[config.mk]
export PLATFORM = sky130hd
export DESIGN_NAME = toggle_event_decoder
export DESIGN_NICKNAME = d
export VERILOG_FILES = /design/src/rtl/toggle_pkg.sv /design/src/rtl/sync_chain.sv /design/src/rtl/toggle_event_decoder.sv
export SDC_FILE = /design/constraint.sdc
export NUM_CORES = 1
export LEC_CHECK = 0
export CAP_MARGIN = 20
export CELL_PAD_IN_SITES_DETAIL_PLACEMENT = 0
export CELL_PAD_IN_SITES_GLOBAL_PLACEMENT = 1
export CORE_UTILIZATION = 42
export CTS_CLUSTER_DIAMETER = 60
export DETAILED_ROUTE_END_ITERATION = 10
export DONT_BUFFER_PORTS = 1
export PLACE_DENSITY = 0.67
export SYNTH_ARGS = -nofsm -noshare
export SYNTH_HDL_FRONTEND = slang
export SYNTH_SLANG_ARGS = --single-unit
[constraint.sdc]
create_clock -name clk -period 2.1 [get_ports clk]
set_input_delay 0.315 -clock clk [delete_from_list [all_inputs] [get_ports clk]]
set_output_delay 0.315 -clock clk [all_outputs]
set_load 0.01 [all_outputs]
[src/rtl/toggle_pkg.sv]
// Shared state encoding and default sizing for the toggle event decoder.
// Latency: none (definitions only); backpressure: n/a.
package toggle_pkg;

   typedef enum logic {
      FILL  = 1'b0,
      ARMED = 1'b1
   } state_t;

   localparam int SYNC_STAGES_DEF = 2;
   localparam int PEND_W_DEF      = 4;
   localparam int CNT_W_DEF       = 8;

endpackage

[src/rtl/sync_chain.sv]
// Multi-flop synchronizer bringing an asynchronous level into the clk domain.
// Latency: STAGES cycles; backpressure: none.
module sync_chain #(
   parameter int STAGES = 2
) (
   input  logic clk,
   input  logic rst_n,
   input  logic d,
   output logic q
);

   logic [STAGES-1:0] sync_q;
   logic [STAGES-1:0] sync_d;

   always_comb begin
      sync_d = {sync_q[STAGES-2:0], d};
   end

   always_ff @(posedge clk or negedge rst_n) begin
      if (!rst_n) begin
         sync_q <= '0;
      end else begin
         sync_q <= sync_d;
      end
   end

   assign q = sync_q[STAGES-1];

endmodule

[src/rtl/toggle_event_decoder.sv]
// Decodes toggle-encoded events into pulses, a pending queue count and a wrapping total.
// Latency: SYNC_STAGES+1 cycles to evt_pulse; backpressure: pend_cnt saturates and flags overflow.
module toggle_event_decoder
   import toggle_pkg::*;
#(
   parameter int SYNC_STAGES = SYNC_STAGES_DEF,
   parameter int PEND_W      = PEND_W_DEF,
   parameter int CNT_W       = CNT_W_DEF
) (
   input  logic              clk,
   input  logic              rst_n,
   input  logic              tog_in,
   input  logic              evt_ready,
   input  logic              clr_ovf,
   output logic              evt_pulse,
   output logic              evt_valid,
   output logic [PEND_W-1:0] pend_cnt,
   output logic [CNT_W-1:0]  total_cnt,
   output logic              overflow,
   output logic              level_out
);

   localparam int                FILL_W    = $clog2(SYNC_STAGES + 1);
   localparam logic [FILL_W-1:0] FILL_LAST = FILL_W'(SYNC_STAGES);
   localparam logic [PEND_W-1:0] PEND_MAX  = '1;

   state_t              state_q, state_d;
   logic [FILL_W-1:0]   fill_cnt_q, fill_cnt_d;
   logic                prev_q, prev_d;
   logic                evt_pulse_q, evt_pulse_d;
   logic [PEND_W-1:0]   pend_cnt_q, pend_cnt_d;
   logic [CNT_W-1:0]    total_cnt_q, total_cnt_d;
   logic                overflow_q, overflow_d;
   logic                accept;
   logic                ovf_set;

   sync_chain #(
      .STAGES (SYNC_STAGES)
   ) u_sync (
      .clk   (clk),
      .rst_n (rst_n),
      .d     (tog_in),
      .q     (level_out)
   );

   // While filling, the chain still holds reset zeros; track the level without reporting edges.
   always_comb begin
      state_d     = state_q;
      fill_cnt_d  = fill_cnt_q;
      prev_d      = level_out;
      evt_pulse_d = 1'b0;
      case (state_q)
         FILL: begin
            if (fill_cnt_q == FILL_LAST) begin
               state_d = ARMED;
            end else begin
               fill_cnt_d = fill_cnt_q + FILL_W'(1);
            end
         end
         ARMED: begin
            evt_pulse_d = level_out ^ prev_q;
         end
         default: begin
            state_d = FILL;
         end
      endcase
   end

   assign evt_valid = (pend_cnt_q != '0);
   assign accept    = evt_valid & evt_ready;
   assign ovf_set   = evt_pulse_q & ~accept & (pend_cnt_q == PEND_MAX);

   always_comb begin
      pend_cnt_d  = pend_cnt_q;
      total_cnt_d = total_cnt_q + CNT_W'(evt_pulse_q);
      overflow_d  = overflow_q;
      case ({evt_pulse_q, accept})
         2'b10:   pend_cnt_d = (pend_cnt_q == PEND_MAX) ? pend_cnt_q : pend_cnt_q + PEND_W'(1);
         2'b01:   pend_cnt_d = pend_cnt_q - PEND_W'(1);
         default: pend_cnt_d = pend_cnt_q;
      endcase
      if (ovf_set) begin
         overflow_d = 1'b1;
      end else if (clr_ovf) begin
         overflow_d = 1'b0;
      end
   end

   always_ff @(posedge clk or negedge rst_n) begin
      if (!rst_n) begin
         state_q     <= FILL;
         fill_cnt_q  <= '0;
         prev_q      <= 1'b0;
         evt_pulse_q <= 1'b0;
         pend_cnt_q  <= '0;
         total_cnt_q <= '0;
         overflow_q  <= 1'b0;
      end else begin
         state_q     <= state_d;
         fill_cnt_q  <= fill_cnt_d;
         prev_q      <= prev_d;
         evt_pulse_q <= evt_pulse_d;
         pend_cnt_q  <= pend_cnt_d;
         total_cnt_q <= total_cnt_d;
         overflow_q  <= overflow_d;
      end
   end

   assign evt_pulse = evt_pulse_q;
   assign pend_cnt  = pend_cnt_q;
   assign total_cnt = total_cnt_q;
   assign overflow  = overflow_q;

endmodule

# After elaboration in Yosys (flattened, before gate mapping)
# Index checks and enable logic that the tools add are counted.
# classes
n_addsub,4
n_eq_ne,5
n_mux,7
bitwise_logic,7
reduce_logical,5
# ops
op,n
$add 8x1->8,1
$pmux 4 s2,1
$mux 1,5
$add 4x1->4 const B,1
$eq 2x2->1 const B,2
$eq 4x4->1 const B,1
$mux 4,1
$reduce_and 2->1,2
$reduce_bool 2->1,2
$reduce_bool 4->1,1
$sub 4x1->4 const B,1
$and 1x1->1,3
$not 1->1,3
$add 2x1->2 const B,1
$eq 2x1->1 const B,1
$ne 2x2->1 const B,1
$xor 1x1->1,1
# totals
register_bits,20
in_bits,5
out_inout_bits,16
word_cells,36

# Longest topological paths before layout
# logic_depth
word_depth,6
mapped_depth,8
mapped_depth_nobuf,8

# Cells and area by module
# Synthesis repeated with hierarchy kept, for this count alone.
# unflattened
cells_unflattened,74
area_unflattened_um2,904.6
# by_module_without_submodules
mod,instances,cells_per_inst,area_per_inst_um2,seq_area_each_um2
toggle_event_decoder,1,72,854.6,450.4
sync_chain,1,2,50.0,50.0

# Worst setup path before layout
# Ideal clock, no wire load.
# synth_timing
path_kind,flip-flop to flip-flop
startpoint,register pend_cnt_q[1] (netlist: pend_cnt[1])
endpoint,register pend_cnt_q[3] (netlist: pend_cnt[3])
setup_time_ns,0.079
arrival_time_ns,2.229
required_ns,2.021
slack_ns,-0.208
stages_incl_launch_ff,9
path_buffers,0
synth_period_minus_slack_ns,2.308
cell_sequence,dfrtp_1 or4_4 nand3b_1 inv_1 ha_1 a21o_1 a21oi_1 mux2i_1 xor2_1
# synth_via
elab_chain_cells,5
elab_cells_between_ends,12
classes_between,add/sub (2); eq/ne (4); mux (2); bitwise (1); reduce/logical (3)
# synth_rtl
element,line,text
start: declaration,toggle_event_decoder.sv:31,"logic [PEND_W-1:0] pend_cnt_q, pend_cnt_d;"
start signal: assignment,toggle_event_decoder.sv:103,pend_cnt_q <= pend_cnt_d;
$reduce_bool 4->1 (*),toggle_event_decoder.sv:69,assign evt_valid = (pend_cnt_q != '0);
via evt_valid,toggle_event_decoder.sv:16,"output logic evt_valid,"
$and 1x1->1 (*),toggle_event_decoder.sv:70,assign accept = evt_valid & evt_ready;
$eq 2x2->1 or $eq 2x1->1 (tied branches),toggle_event_decoder.sv:77,"case ({evt_pulse_q, accept})"
$ne 2x2->1 (no source line) or $reduce_bool 2->1 (tied branches),n/a,
$reduce_and 2->1 (no source line),n/a,
# Mark *: on every way through the listed nets, which the timed path passes. The rest lies on a longest branch. The select of a mux whose other input is x is not followed.
# A chain may end at the register's enable or synchronous reset.

# Final worst setup path
# layout_timing
startpoint,register pend_cnt_q[1] (netlist: pend_cnt[1])
endpoint,register pend_cnt_q[3] (netlist: pend_cnt[3])
# layout_via
elab_chain_cells,5
elab_cells_between_ends,12
classes_between,add/sub (2); eq/ne (4); mux (2); bitwise (1); reduce/logical (3)
# layout_rtl
element
branches (longest 5 deep; another with $add 4x1->4)
# Parallel ways; which one is timed is not known. The select of a mux whose other input is x is not followed.

==> metrics.md <==
| Metric | Value |
|---|---|
| Status | finished clean |
| HP Class | input port to flip-flop |
| Worst Tran Pin Value | between 0.8 and 0.9 ns |
| #FFs+latches synth | 20 |
| Critical Path Source | pend_cnt[1]$_DFFE_PN0P_ |
| Critical path cell sequence | or4_4 > nand3b_1 > inv_2 > ha_4 > a21o_1 > a21oi_2 > mux2i_1 > xor2_1 |
| EDFF count, synth | 0 |
| Nature of the critical path endpoint | flip-flop |
| Slowest CP cell | or4_4 |
| Number of max-cap violations | 0 |
| CP required | 2.32 ns |
| RSZ-0062 raised after global routing | true |
| Routed Antenna Nets | 0 |
| Element type at the critical path start | flip-flop |
| RR Startpoint | pend_cnt[1]$_DFFE_PN0P_ |
| CTS Buf Count | 3 |
| Worst path max stage delay | 0.53 ns |
| CTS clock-pin slew for the worst setup and hold paths | about 0.10 ns |
| Routability Congestion | 0.811 |
| 1st-iter DRT viols | 5 |
| Peak VDD IR | 0.000652 V |
| Initial antenna violation count | 0 |
| Syn-to-layout area delta | 18.5% |
| Final Hold Vio Count | 0 |
| Remaining DRCs | 0 |
| LEAKAGE | 0.482 nW |
| Starting Density | a little under half |
| Drt via density | 5.00 |
| Remaining global-route overflow | 0 |
| Syn Area/Cell | around 12 µm² |
| Vias | 565 |
| Slew Limit Fails | 0 |
| Worst Hold Launch | tog_in |
| Final nets | 98 |
| Clock tree buffer depth | 2 |
| Syn Nets | 85 |
| Pre-antenna DRT Iters | 4 |
| Wirelength per Cell | 13.2 µm |
| IO Pins | 21 |
| CTS H-Tree Depth | 1 |
| Top post-synthesis cells by count | 20 x dfrtp_1, 7 x xnor2_1, 6 x inv_1, 6 x nand2_1, 5 x ha_1 |
| Unique cell type count in the Yosys netlist | 26 |
| Total wire length | 1.49 mm |
| Slew margin rel. | 42.3% |
| Cell Pwr Density | 1310 mW/mm² |
| N_diodes | 0 |
| Cells after synthesis | 74 |
| Placed Area | 993 µm² |
| Fin crit share | between 90% and 100% |
| First-pass GRT wire length | 2.68 mm |
| FFs w/ async S/R, synth | 100% |
| Register area share after synthesis | 55.3% |
| Dominant cell by count in the synthesized netlist | dfrtp_1 |
| Setup Skew | 0.00334 ns |
| Synth Flop Type | dfrtp_1 |
| Vias in the first global route | 599 |
| Share of layout cells above drive strength 1 | between 20% and 30% |
| Tmin final | about 2.1 ns |
| All-layer global routing usage | 15.0% |
| Buffers on Ports | 0 |
| Final core occ | a little over half |
| Hpwl dp | ~1.1 mm |
| CTS sink count | 20 |
| Num rows | 16 |
| Arr. time, crit path | 2.32 ns |
| Yosys warning total | 0 |
| Total of fill cells in the finished design | 192 |
| Count of final setup violators | 0 |
| Core area | 0.00200 mm² |
| Max Fclk | 477 MHz |
| Die area | 0.00234 mm² |
| Clock latency at the later pin of the worst-skew pair | 0.29 ns |
| Largest net degree at the start of global routing | 21 |
| Die W | 48.4 µm |
| Mapped Area | roughly 900 µm² |
| CTS tree | built |
| CP Max Fanout | 2 |
| Top cells by area, synth | dfrtp_1 55%, ha_1 6.9%, xnor2_1 6.8% |
| Top cell type's share of synthesized area | around 55% |
| Root Buffer | clkbuf_4 |
| Die Y | 48.4 µm |
| Fin area | roughly 0.0011 mm² |
| Post-synth top area cell | dfrtp_1 |
| Setup CP Type | flip-flop to flip-flop |
-- through the flow --
stage	setup TNS (ns)	std cells	power [mW]	worst slack [ns]	hold slack, ns
after detailed placement	-0.0181	107	1.17	-0.0181	0.0202
final	0	113	1.40	0.00187	0.0435
after floorplan	-0.110	74	0.999	-0.110	0.0194
after global placement	0	107	1.16	0.0268	0.0199
after global routing	-0.159	113	1.53	-0.159	0.0150
after CTS	-0.0292	112	1.40	-0.0292	0.0223
-- metal layers --
metal / up-vias / track usage [%] / share of wire [%]
met5: - / 0 / 0
met4: 0 / 2.94 / 0
met3: 0 / 5.97 / 6.6
met2: 19 / 23.7 / 46
met1: 269 / 19.5 / 47
li1: 277 / - / -
-- cell type report --
type | instances | area (µm²) | share of cell area, %
clock buffer | 4 | 36.3 | 3.38
inverter | 6 | 22.5 | 2.10
multi-input combinational | 47 | 407 | 37.9
sequential | 20 | 503 | 46.9
tap | 27 | 33.8 | 3.15
timing repair buffer | 9 | 70.1 | 6.53
-- report_power, final --
group | switching, mW | internal (mW)
Clock | 0.106 | 0.106
Combinational | 0.283 | 0.275
Sequential | 0.132 | 0.501
Total | 0.520 | 0.882
-- worst paths after layout --
path | endpoint | slack, ns | cells after the start
setup / recovery | pend_cnt[3]$_DFFE_PN0P_ | 0.002 | 8
hold / removal | u_sync.sync_q[0]$_DFF_PN0_ | 0.04 | 0
setup reg to reg | pend_cnt[3]$_DFFE_PN0P_ | 0.002 | 8
hold reg to reg | u_sync.sync_q[1]$_DFF_PN0_ | 0.37 | 0
max in group asynchronous | pend_cnt[1]$_DFFE_PN0P_ | 0.95 | 1
min in group asynchronous | total_cnt[4]$_DFF_PN0_ | 0.57 | 1
-- layout by cell type (no fill, tap or decap), types with 2 or more instances in the layout --
cell type,Yosys,final
dfrtp_1,20,18
buf_4,0,8
xnor2_1,7,7
nand2_1,6,6
inv_1,6,5
xor2_1,4,4
nand3_1,3,3
ha_1,5,3
clkbuf_4,0,3
nand4_1,2,2
nor2_1,2,2
o21ai_0,2,2
a21oi_2,1,2
mux2i_1,2,2
ha_4,0,2
dfrtp_2,0,2
-- state kept, by name (all words and copies together), names as in the netlist --
register	flops
u_sync.sync_q	2
evt_pulse	1
total_cnt	8
state_q	1
pend_cnt	4
overflow	1
prev_q	1
fill_cnt_q	2
-- worst max-delay path: cells and delay by family (launching register included) --
kind / cells / cell delay (ns)
mux: 1 / 0.22
flops: 1 / 0.41
compound gates: 2 / 0.32
buf+inv: 1 / 0.06
xor+xnor: 1 / 0.15
fa+ha+maj: 1 / 0.20
simple gates: 2 / 0.66
-- what timing repair did --
item                                    CTS  global route
gates resized for setup                   0             3
hold buffers                              1             0
setup buffers                             0             1
endpoints found under the setup margin    1             1
pin swaps                                 2             5
endpoints found under the hold margin    20             0
-- logic make-up after synthesis --
logic type	count (synthesis)	share of synthesized area [%]
flops	20	55.3
xor+xnor	11	10.6
buf+inv	7	2.90
simple gates	19	11.3
compound gates	8	6.78
mux	3	3.87
fa+ha+maj	6	9.13
No activity file was read; power rests on OpenSTA's default activity.
